===== config.mk =====
export PLATFORM = sky130hd
export DESIGN_NAME = inv_sbox_decoder
export DESIGN_NICKNAME = d
export VERILOG_FILES = /design/src/rtl/inv_sbox_decoder.sv
export SDC_FILE = /design/constraint.sdc
export NUM_CORES = 2
export LEC_CHECK = 0
export CELL_PAD_IN_SITES_DETAIL_PLACEMENT = 2
export CELL_PAD_IN_SITES_GLOBAL_PLACEMENT = 2
export CORE_MARGIN = 3
export CORE_UTILIZATION = 51
export CTS_CLUSTER_SIZE = 28
export DETAILED_ROUTE_END_ITERATION = 16
export DONT_BUFFER_PORTS = 1
export PLACE_DENSITY_LB_ADDON = 0.1
export SYNTH_ARGS = -nofsm -noshare
export SYNTH_HDL_FRONTEND = slang
export SYNTH_SLANG_ARGS = --single-unit

===== constraint.sdc =====
create_clock -name clk -period 4.84 [get_ports clk]
set_input_delay 0.968 -clock clk [delete_from_list [all_inputs] [get_ports clk]]
set_output_delay 0.968 -clock clk [all_outputs]
set_load 0.05 [all_outputs]

===== src/rtl/inv_sbox_decoder.sv =====
// Inverse S-box decoder: loads a 256-entry S-box, builds and checks its inverse, then decrypts a pixel stream.
// Optional chained decryption is enabled by defining INV_SBOX_CHAIN_EN.
module inv_sbox_decoder #(
  parameter logic [7:0] IV     = 8'h5A,
  parameter int         RD_LAT = 1
) (
  input  logic       clk,
  input  logic       rst,
  input  logic       start,
  output logic       sbox_re,
  output logic [7:0] sbox_addr,
  input  logic [7:0] sbox_data,
  input  logic       ct_valid,
  output logic       ct_ready,
  input  logic [7:0] ct_data,
  output logic       pt_valid,
  input  logic       pt_ready,
  output logic [7:0] pt_data,
  output logic       table_ok,
  output logic       err_dup
);

  generate
    if (RD_LAT != 1) begin : g_rd_lat_check
      $error("inv_sbox_decoder: only RD_LAT=1 is supported");
    end
  endgenerate

  typedef enum logic [2:0] {IDLE, LOAD, FLUSH, RUN, ERR} state_t;

  state_t       state;
  logic [8:0]   cnt;
  logic         rd_d1;
  logic [7:0]   addr_d1;
  logic [255:0] hit;
  logic [7:0]   inv_mem [256];

  logic capture;
  logic dup;
  logic accept;
  logic [7:0] inv_val;

  // A return is captured only while the table is still being built.
  assign capture  = rd_d1 && ((state == LOAD) || (state == FLUSH));
  assign dup      = capture && hit[sbox_data];
  assign ct_ready = (state == RUN) && (!pt_valid || pt_ready);
  assign accept   = ct_valid && ct_ready;
  assign inv_val  = inv_mem[ct_data];

`ifdef INV_SBOX_CHAIN_EN
  logic [7:0] prev;
`else
  logic unused_iv;
  assign unused_iv = ^IV;
`endif

  always_ff @(posedge clk) begin
    if (capture) begin
      inv_mem[sbox_data] <= addr_d1;
    end
  end

  always_ff @(posedge clk or negedge rst) begin
    if (!rst) begin
      state     <= IDLE;
      cnt       <= '0;
      sbox_re   <= 1'b0;
      sbox_addr <= '0;
      rd_d1     <= 1'b0;
      addr_d1   <= '0;
      hit       <= '0;
      pt_valid  <= 1'b0;
      pt_data   <= '0;
      table_ok  <= 1'b0;
      err_dup   <= 1'b0;
`ifdef INV_SBOX_CHAIN_EN
      prev      <= IV;
`endif
    end else begin
      rd_d1   <= sbox_re;
      addr_d1 <= sbox_addr;
      if (capture) begin
        hit[sbox_data] <= 1'b1;
      end
      case (state)
        IDLE: begin
          if (start) begin
            state    <= LOAD;
            hit      <= '0;
            cnt      <= '0;
            table_ok <= 1'b0;
          end
        end
        LOAD: begin
          if (dup) begin
            state   <= ERR;
            err_dup <= 1'b1;
            sbox_re <= 1'b0;
          end else if (cnt[8]) begin
            // All 256 addresses issued; FLUSH absorbs the final return.
            sbox_re <= 1'b0;
            state   <= FLUSH;
          end else begin
            sbox_re   <= 1'b1;
            sbox_addr <= cnt[7:0];
            cnt       <= cnt + 9'd1;
          end
        end
        FLUSH: begin
          if (dup) begin
            state   <= ERR;
            err_dup <= 1'b1;
          end else begin
            table_ok <= 1'b1;
            state    <= RUN;
`ifdef INV_SBOX_CHAIN_EN
            prev     <= IV;
`endif
          end
        end
        RUN: begin
          if (accept) begin
`ifdef INV_SBOX_CHAIN_EN
            pt_data <= inv_val ^ prev;
            prev    <= ct_data;
`else
            pt_data <= inv_val;
`endif
            pt_valid <= 1'b1;
          end else if (pt_ready) begin
            pt_valid <= 1'b0;
          end
        end
        ERR: begin
          sbox_re  <= 1'b0;
          pt_valid <= 1'b0;
          table_ok <= 1'b0;
          err_dup  <= 1'b1;
        end
        default: state <= IDLE;
      endcase
    end
  end

endmodule


# After elaboration in Yosys (flattened, before gate mapping)
# Memory sizes are Yosys's and may differ from the RTL's. A register that Yosys moved wholly into a read port is not among the register bits.
# Index checks and enable logic that the tools add are counted.
[totals]
reg_bits = 289
latch_bits = 0
ramBits = 2048
rom_bits = 0
n_memories = 1
[classes]
addsub = 1
mul = 0
div_mod_pow = 0
order_cmp = 2
n_eq_ne = 11
n_shift = 0
mux = 29
n_bitwise = 4
n_reduce_logical = 25
[memory_table]
columns = ["name", "words", "word_bits", "read_ports", "rd_clocked_by_memory_dff", "write_ports", "line", "rtl"]
rows = [
  ["inv_mem", 256, 8, 1, 1, 1, "36", "logic [7:0] inv_mem [256];"],
]
[ops]
columns = ["op", "n"]
rows = [
  ["$mux W256", 3],
  ["$or A256 B256 Y256", 1],
  ["$mux W9", 3],
  ["$pmux W9 S2", 1],
  ["$mux W3", 4],
  ["$pmux W3 S4", 1],
  ["$reduce_and A3 Y1", 4],
  ["$mux W1", 11],
  ["$add A9 B1 Y9 const B", 1],
  ["$lt A8 B9 Y1 const B", 1],
  ["$bmux W1 S8", 1],
  ["$demux W1 S8", 1],
  ["$ge A8 B1 Y1 const B", 1],
  ["$ne A2 B2 Y1 const B", 4],
  ["$reduce_bool A2 Y1", 4],
  ["$eq A3 B2 Y1 const B", 2],
  ["$ne A3 B3 Y1 const B", 2],
  ["$pmux W1 S2", 3],
  ["$reduce_and A2 Y1", 3],
  ["$logic_and A1 B1 Y1", 5],
  ["$reduce_and A4 Y1", 1],
  ["$reduce_or A2 Y1", 2],
  ["$eq A3 B1 Y1 const B", 1],
  ["$eq A3 B3 Y1 const B", 1],
  ["other kinds (7)", 11],
]

# Logic depth before layout (Yosys ltp)
[depth]
ltp_word = 8
mapped_depth = 12
mapped_depth_nobuf = 8

# Worst setup path after synthesis
# Ideal clock, no wire load.
[synth_timing]
path_type = "reg2reg"
from = "register addr_d1[0]"
to = "memory inv_mem[0][0], data pin"
arrival_time_ns = 3.169
required_ns = 4.039
slack_ns = 0.871
stages_incl_launch_ff = 1
path_buffers = 0
cell_sequence = "dfrtp_1"
[synth_rtl]
columns = ["item", "line", "rtl"]
rows = [
  ["start, declared", "34", "logic [7:0] addr_d1;"],
  ["start signal, assigned", "81", "addr_d1 <= sbox_addr;"],
  ["end, declared", "36", ""],
]
# No word-level cell before the write port.

==> reports/summary.txt <==
Top delay family on crit path -> compound AO/OA/AOI/OAI gates
synth cell count leaders -> edfxtp_1 (2048), mux4_2 (722), dfrtp_1 (297)
Post-synth EDFFs -> 2048
Worst path slowest cell -> a2111oi_0
Final Cell Area -> 103000 um2
Die H -> 429 um
DRC Markers -> 0
FILL cells -> 14100
Routed Antenna Nets -> 0
Syn Area/Cell -> 22.1 um2
Clock Sinks -> 2345
DR pass1 iterations -> 5
Setup crit end kind -> flop
Critical Path AT -> 5.38 ns
CTS tree -> built
Crit Path Class -> primary input to flop
area grow syn2layout -> 12.9%
sequential share of the synthesized area -> 75.6%
Max Fclk -> 216 MHz
post-DR wirelength/cell -> 42.3 um
die width -> 429 um
cts bufs inserted -> 234
min Tclk post-route -> 4.63 ns
CP max stage delay -> 0.97 ns
row count -> 154
input/output buffers -> 0
crit path launch type -> primary input
Main synth FF type -> edfxtp_1
area occupied by multi-input gates -> 21100 um2
Synth Cell Area -> 91100 um2
Starting Density -> 51.5%
total track usage -> 32.5%
Top-Level Pins -> 42
vias in the first global route -> 50800
failing checks -> hold timing, slew limit
routed wire length -> 294000 um
RSZ-0062 raised after global routing -> false
placed instance area -> 95000 um2
number of max-cap violations -> 0
worst-case clock buffer depth -> 3
CP required -> 5.59 ns
Synth Instances -> 4133
Clock transition at path regs -> 0.06 ns
Min Hold Slack -> -0.196 ns
final setup vio count -> 0
share of the synthesized area in the top cell type -> 67.5%
pwr/cell area -> 397 nW/um2
clock root buffer master -> clkbuf_16
Final Worst Setup Slack -> 0.207 ns
maximum fanout along the worst path -> 111
Syn Nets -> 4155
ranking of synthesized cells by area -> edfxtp_1 (67%), mux4_2 (18%), dfrtp_1 (8.2%)
count of cell types in the netlist -> 57
outcome -> finished with violations
GP Congestion -> 0.801
initial antenna violation count -> 17
Yosys top cell by area -> edfxtp_1
FF+latch area -> 69000 um2
Reg2Reg Depth -> 7
HP Class -> primary input to asynchronous set/reset pin
Final nets -> 4398
WP depth -> 9
Pleak -> 39.3 nW
largest net degree at the start of global routing -> 513
DRT iter0 DRCs -> 6109
htree depth -> 4
crit-path cells -> buf_16 -> buf_16 -> mux4_2 -> mux4_2 -> nor2b_1 -> a2111oi_0 -> nor4_1 -> a21oi_1 -> o21ai_1
worst-skew pair later-pin latency -> 0.88 ns
gr ovfl total -> 0
most frequent cell after synthesis -> edfxtp_1
Setup Skew -> 0.0296 ns
Die ar. -> 184000 um2
Ys Warns -> 0
worst slack, placed -> 0.649 ns
final setup TNS -> 0 ns
Peak VDD IR -> 0.000304 V
via count -> 46900
Core Area -> 177000 um2
Worst Path Buf+Inv -> 2
Tcrit/Tclk final -> 95.7%
Slew @ Worst Pin -> 1.91 ns
worst slew margin relative to its limit -> -27.4%
Post-synth ARST share -> 12.7%
endpoints failing hold -> 297
Pins Over Slew Limit -> 193
fraction of layout cells with a size suffix above 1 -> 30.1%
Post-DP HPWL -> 169000 um
Via density -> 6.76
Yosys reg bits -> 2345
global-route wire length before repair -> 419000 um
[state kept, by name, summed over array words and instances (netlist names), 3 cells and up]
| name | count |
|---|---|
| hit | 256 |
| addr_d1 | 8 |
| state | 3 |
| pt_data | 8 |
| cnt | 9 |
| sbox_addr | 8 |
| inv_mem | 2048 |
[layout make-up]
cell class              instances  area share [%]
diodes                         11          0.0267
clock buffers                 330            6.54
clock inverters               118            1.01
inverters                      10          0.0365
multi-input cells            1530            20.5
flip-flops and latches       2345            67.0
well taps                    2340            2.84
repair buffers                255            2.05
[metal layers]
metal	wire length, um	share of wire, %	GRT usage [%]	up-vias
met5	14	0.0048	0	-
li1	-	-	-	17800
met4	12300	4.2	12.8	2
met3	22200	7.5	6.16	573
met2	149000	51	53.6	2494
met1	111000	38	43.1	26100
[final timing paths]
check	startpoint	endpoint	slack, ns
setup / recovery	ct_data[0]	pt_data[1]	0.21
hold reg to reg	hit[120]	hit[120]	0.49
setup reg to reg	state[1]	inv_mem[244][4]	0.86
min in group clk	ct_valid	pt_valid	0.33
hold / removal	rst	hit[197]	-0.20
max in group asynchronous	rst	hit[70]	4.39
[worst reg2reg max path, cell delays in order (launching register included)]
cell and delay [ns]:
dfrtp_1 0.51, xnor2_1 0.19, nor3b_1 0.27, buf_4 0.24, nand2_1 0.12, nor2_1 0.27, nand3_1 0.76, nor2_1 1.22
[where the power goes]
group	internal, W	total [W]	switching, W
registers	0.0217	0.0217	0.0000341
logic	0.000282	0.000523	0.000241
clock network	0.0106	0.0187	0.00809
total	0.0325	0.0409	0.00836
[what timing repair did]
item,in CTS,in global routing
gates resized for setup,0,0
hold endpoints to repair,297,297
setup buffers,0,0
[metrics by stage]
| stage | instances | util (%) | total power, W |
|---|---|---|---|
| after CTS | 6924 | 58.1 | 0.0410 |
| final | 6939 | 58.2 | 0.0409 |
| after global placement | 6476 | 53.7 | 0.0225 |
| after floorplan | 4133 | - | 0.0227 |
| after detailed placement | 6476 | 53.7 | 0.0225 |
| after global routing | 6936 | 58.2 | 0.0419 |
[placed cells by master, fill, tap and decap left out, types with 8 or more instances in the layout]
cell type   count
inv_6           8
nor2_1        272
a21oi_1        13
clkbuf_16     242
dfrtp_1       289
diode_2        11
mux2i_1        34
clkinvlp_4     10
buf_12          9
o21ai_0        18
inv_1           8
nor2b_1        20
nand2_1        45
mux4_2        722
nand3_1        24
clkbuf_8       34
buf_4         241
clkinv_2       53
bufinv_16      17
clkbuf_1       54
edfxtp_1     2048
clkinv_1       30
dfrtp_4         8
o21a_1        257
[kinds of logic (layout without fill, tap and decap cells)]
logic type	Yosys count	after routing	share of synthesized area [%]
AO/OA/AOI/OAI	345	345	2.78
buffers and inverters	258	713	1.30
adder cells (fa/ha/maj)	1	1	0.0137
multiplexers	764	764	18.3
other	0	11	0
flip-flops	2345	2345	75.6
AND/OR/NAND/NOR	418	418	1.94
XOR/XNOR	2	2	0.0192
No activity file was read; power rests on OpenSTA's default activity.
